<file path="src/rtl/gray_pkg.sv">
// Shared constants for the Gray-code counter and its decode helper.
package gray_pkg;

    // Direction encoding for the up input.
    localparam logic DIR_UP   = 1'b1;
    localparam logic DIR_DOWN = 1'b0;

    // Legal counter widths, checked at elaboration.
    localparam int unsigned WIDTH_MIN = 2;
    localparam int unsigned WIDTH_MAX = 32;

endpackage : gray_pkg

</file>
<file path="src/rtl/gray2bin.sv">
// Purely combinational Gray-to-binary decode: bin[i] = ^gray[WIDTH-1:i].
module gray2bin #(
    parameter int unsigned WIDTH = 4
) (
    input  logic [WIDTH-1:0] gray,
    output logic [WIDTH-1:0] bin
);

    // Prefix XOR from the MSB downwards; each bit reuses the one above it.
    always_comb begin
        bin = '0;
        bin[WIDTH-1] = gray[WIDTH-1];
        for (int unsigned i = WIDTH - 1; i > 0; i--) begin
            bin[i-1] = bin[i] ^ gray[i-1];
        end
    end

endmodule : gray2bin

</file>
<file path="src/rtl/gray_counter.sv">
// Parametrised Gray-code counter holding its state as a Gray word, with
// enable, up/down direction, parallel load and wrap or saturate behaviour.
module gray_counter
    import gray_pkg::*;
#(
    parameter int unsigned WIDTH = 4,
    parameter int unsigned WRAP  = 1
) (
    input  logic             clk,
    input  logic             rst,
    input  logic             en,
    input  logic             up,
    input  logic             load,
    input  logic [WIDTH-1:0] load_bin,
    output logic [WIDTH-1:0] gray_out,
    output logic [WIDTH-1:0] bin_out,
    output logic             tc,
    output logic             wrapped
);

    if (WIDTH < WIDTH_MIN || WIDTH > WIDTH_MAX) begin : g_bad_width
        $error("gray_counter: WIDTH must lie within 2..32");
    end

    logic [WIDTH-1:0] gray_q;
    logic             wrapped_q;
    logic [WIDTH-1:0] bin_cur;
    logic [WIDTH-1:0] bin_next;
    logic [WIDTH-1:0] gray_next;
    logic             wrap_next;

    // Single decoder feeds both the visible binary output and the next-state path.
    gray2bin #(.WIDTH(WIDTH)) u_gray2bin (
        .gray (gray_q),
        .bin  (bin_cur)
    );

    assign gray_out = gray_q;
    assign bin_out  = bin_cur;
    assign wrapped  = wrapped_q;

    // Terminal count depends only on the state and direction, not on en.
    always_comb begin
        if (up == DIR_UP) begin
            tc = &bin_cur;
        end else begin
            tc = ~|bin_cur;
        end
    end

    // Next binary value: load beats step beats hold; end values wrap or saturate.
    always_comb begin
        bin_next  = bin_cur;
        wrap_next = 1'b0;
        if (load) begin
            bin_next = load_bin;
        end else if (en) begin
            if (!tc) begin
                if (up == DIR_UP) begin
                    bin_next = bin_cur + WIDTH'(1);
                end else begin
                    bin_next = bin_cur - WIDTH'(1);
                end
            end else if (WRAP != 0) begin
                bin_next  = (up == DIR_UP) ? '0 : '1;
                wrap_next = 1'b1;
            end
        end
        gray_next = bin_next ^ (bin_next >> 1);
    end

    // State register: only the Gray word and the wrap pulse are stored.
    always_ff @(posedge clk) begin
        if (rst) begin
            gray_q    <= '0;
            wrapped_q <= 1'b0;
        end else begin
            gray_q    <= gray_next;
            wrapped_q <= wrap_next;
        end
    end

endmodule : gray_counter

</file>
<file path="config.mk">
export PLATFORM = sky130hd
export DESIGN_NAME = gray_counter
export DESIGN_NICKNAME = d
export VERILOG_FILES = /design/src/rtl/gray_pkg.sv /design/src/rtl/gray2bin.sv /design/src/rtl/gray_counter.sv
export SDC_FILE = /design/constraint.sdc
export NUM_CORES = 1
export LEC_CHECK = 0
export BUFFER_PORTS_ARGS = -buffer_cell sky130_fd_sc_hd__buf_2
export CAP_MARGIN = 20
export CORE_UTILIZATION = 35
export CTS_CLUSTER_SIZE = 40
export DETAILED_ROUTE_END_ITERATION = 7
export SETUP_SLACK_MARGIN = 0.4
export SYNTH_ARGS = -nofsm -noshare
export SYNTH_HDL_FRONTEND = slang
export SYNTH_SLANG_ARGS = --single-unit
</file>
<file path="constraint.sdc">
create_clock -name clk -period 3.2 [get_ports clk]
set_clock_uncertainty 0.1 [all_clocks]
set_input_delay 0.16 -clock clk [delete_from_list [all_inputs] [get_ports clk]]
set_output_delay 0.16 -clock clk [all_outputs]
set_load 0.01 [all_outputs]
</file>
==> metrics.md <==
| Metric | Value |
|---|---|
| Most area-hungry cell type in the Yosys netlist | `dfxtp_1` |
| Mapped cell area | `494 µm²` |
| Setup repair bufs after CTS | `0` |
| Kind of critical path | `register to register` |
| Layout area overhead | `23.0%` |
| PortBufs | `18` |
| Longest Clk Path Bufs | `2` |
| Vias in the first global route | `376` |
| Clk_lat worst skew | `0.24 ns` |
| Die X | `39.6 µm` |
| Status | `finished with violations` |
| Synth Net Count | `74` |
| Remaining global-route overflow | `0` |
| P_leak | `0.300 nW` |
| Top-area cell type share of the netlist area | `20.3%` |
| FF+latch area | `100 µm²` |
| Power Dens Cells | `1220 nW/µm²` |
| Total GRT Usage | `15.1%` |
| Register area share after synthesis | `20.3%` |
| Initial antenna violation count | `0` |
| Arrival time at the worst endpoint | `2.59 ns` |
| CP endpoint kind | `register` |
| CTS buffer count | `3` |
| RSZ-0062 raised after global routing | `no` |
| Ys Warns | `0` |
| Post-Syn Instances | `61` |
| First-pass GRT wire length | `1570 µm` |
| HPWL reported at the end of detailed placement | `815 µm` |
| TNS Setup | `0 ns` |
| Tcrit/Tclk final | `79.9%` |
| Worst path required time | `3.23 ns` |
| Count of hold-fix buffers inserted at cts | `0` |
| VDD IR max | `631 µV` |
| Starting Density | `38.0%` |
| Total Routed Length | `977 µm` |
| Multi-input logic area | `354 µm²` |
| Fin. max-slew vios | `0` |
| Post-CTS sizing | `0` |
| Crit-path max FO | `10` |
| Placed Area | `582 µm²` |
| Final net count | `93` |
| Vias | `475` |
| Met1 WL | `479 µm` |
| H-tree levels | `1` |
| Cell variety after synth | `29` |
| Sink Count | `5` |
| Fraction of registers with async set/reset | `0%` |
| Io pins | `19` |
| Synth top area cells | `dfxtp_1 20%, xnor2_1 12%, ha_1 10%` |
| Wire length per cell | `10.4 µm` |
| HP Class | `input port to register` |
| Failing checks | `design-rule violations` |
| Routed wl met2 | `457 µm` |
| Worst-path clk slew | `0.04 ns` |
| Final setup viols | `0` |
| Slew margin rel. | `78.5%` |
| Die area | `1570 µm²` |
| Vias/cell | `5.05` |
| Main synth FF type | `dfxtp_1` |
| Fillers | `133` |
| Layout cells sized above 1 | `30.4%` |
| Largest net degree at the start of global routing | `11` |
| Post-route cell area | `608 µm²` |
| DRC | `2` |
| Top Layer Used | `met3` |
| Commonest cells in the netlist | `7 x xnor2_1, 6 x nor2_1, 5 x dfxtp_1, 5 x inv_1` |
| DRT Pass-1 Iters | `6` |
| ANT cells | `0` |
| Synth Area per Inst | `8.10 µm²` |
| 1st-iter DRT viols | `12` |
| CTS tree | `built` |
| Rows | `13` |
| Number of synthesized flops with an enable pin | `0` |
| Slew @ Worst Pin | `0.320 ns` |
| Final Hold Fails | `0` |
| Startpoint types | `register` |
| Most common cell in the netlist | `xnor2_1` |
| Die H | `39.6 µm` |
| Post-route ant nets | `0` |
| Root buffer cell | `clkbuf_4` |
| DR WL met3 | `40 µm` |
| Core region area | `1300 µm²` |
| Synth Register Bits | `5` |
| MaxCap Viol Count | `0` |
| Routability cong. | `0.811` |
| F_max | `0.391 GHz` |
| Tmin final | `2.56 ns` |
| Hold WS | `0.0499 ns` |
kinds of logic (layout without fill, tap and decap cells):
family,count (synthesis),in the layout,share of synthesized area (%)
flops,5,5,20.3
simple gates,18,18,19.2
xor+xnor,8,8,15.7
compound gates,17,17,26.6
buf+inv,9,27,8.10
fa+ha+maj,4,4,10.1
per-stage QoR:
stage	instances	power [mW]	worst slack (ns)	util (%)
3_3_place_gp	90	0.678	0.660	44.7
4_1_cts	94	0.753	0.611	46.7
5_1_grt	94	0.822	0.450	46.7
2_1_floorplan	61	0.549	0.707	-
3_5_place_dp	90	0.678	0.631	44.7
6_report	94	0.744	0.644	46.7
worst max-delay path, stage by stage (launching register included):
cell	delay [ns]
dfxtp_1	0.50
xnor2_1	0.22
inv_1	0.13
ha_1	0.37
inv_1	0.12
ha_1	0.20
a21o_1	0.15
a31oi_1	0.18
xnor2_1	0.12
o21ai_2	0.17
xnor2_1	0.13
nor2_1	0.05
placed cells by master, fill, tap and decap left out, drive strengths merged:
| master | count |
|---|---|
| nor2b | 1 |
| ha | 4 |
| inv | 5 |
| o221ai | 1 |
| a211oi | 1 |
| clkbuf | 4 |
| nor3 | 2 |
| a21boi | 1 |
| a221oi | 1 |
| dfxtp | 5 |
| nand2b | 3 |
| a21o | 2 |
| xnor2 | 8 |
| buf | 18 |
| nand2 | 2 |
| nand4 | 1 |
| a21oi | 4 |
| a31oi | 1 |
| o211ai | 1 |
| o21ai | 3 |
| nor3b | 2 |
| and4 | 1 |
| nor2 | 6 |
| o22ai | 1 |
| a22oi | 1 |
flip-flops by register name, indices dropped and copies added (netlist names):
signal and cells:
wrapped 1, gray_out 4
path summary, 6_finish.rpt:
kind	from	endpoint	slack [ns]	cells past startpoint
hold / removal	rst	gray_out[3]	0.05	2
setup reg to reg	gray_out[3]	gray_out[2]	0.64	11
hold reg to reg	gray_out[3]	wrapped	0.57	2
setup / recovery	gray_out[3]	gray_out[2]	0.64	11
area by class of cell:
| cell class | instances | area share [%] |
|---|---|---|
| Sequential cell | 5 | 16.5 |
| Timing Repair Buffer | 18 | 14.8 |
| Multi-Input combinational cell | 47 | 58.2 |
| Clock buffer | 4 | 4.32 |
| Inverter | 5 | 3.09 |
| Tap cell | 15 | 3.09 |
where the power goes:
part	internal (mW)	leakage (nW)	switching (mW)
registers	0.0845	0.0413	0.0283
logic	0.256	0.244	0.304
clock network	0.0470	0.0150	0.0242
total	0.388	0.300	0.356
metal layers:
layer / global-route usage (%) / vias up
li1: - / 254
met3: 8.52 / 0
met2: 22.1 / 12
met4: 0 / 0
met5: 0 / -
met1: 20.1 / 209
(Power assumes the default switching activity.)
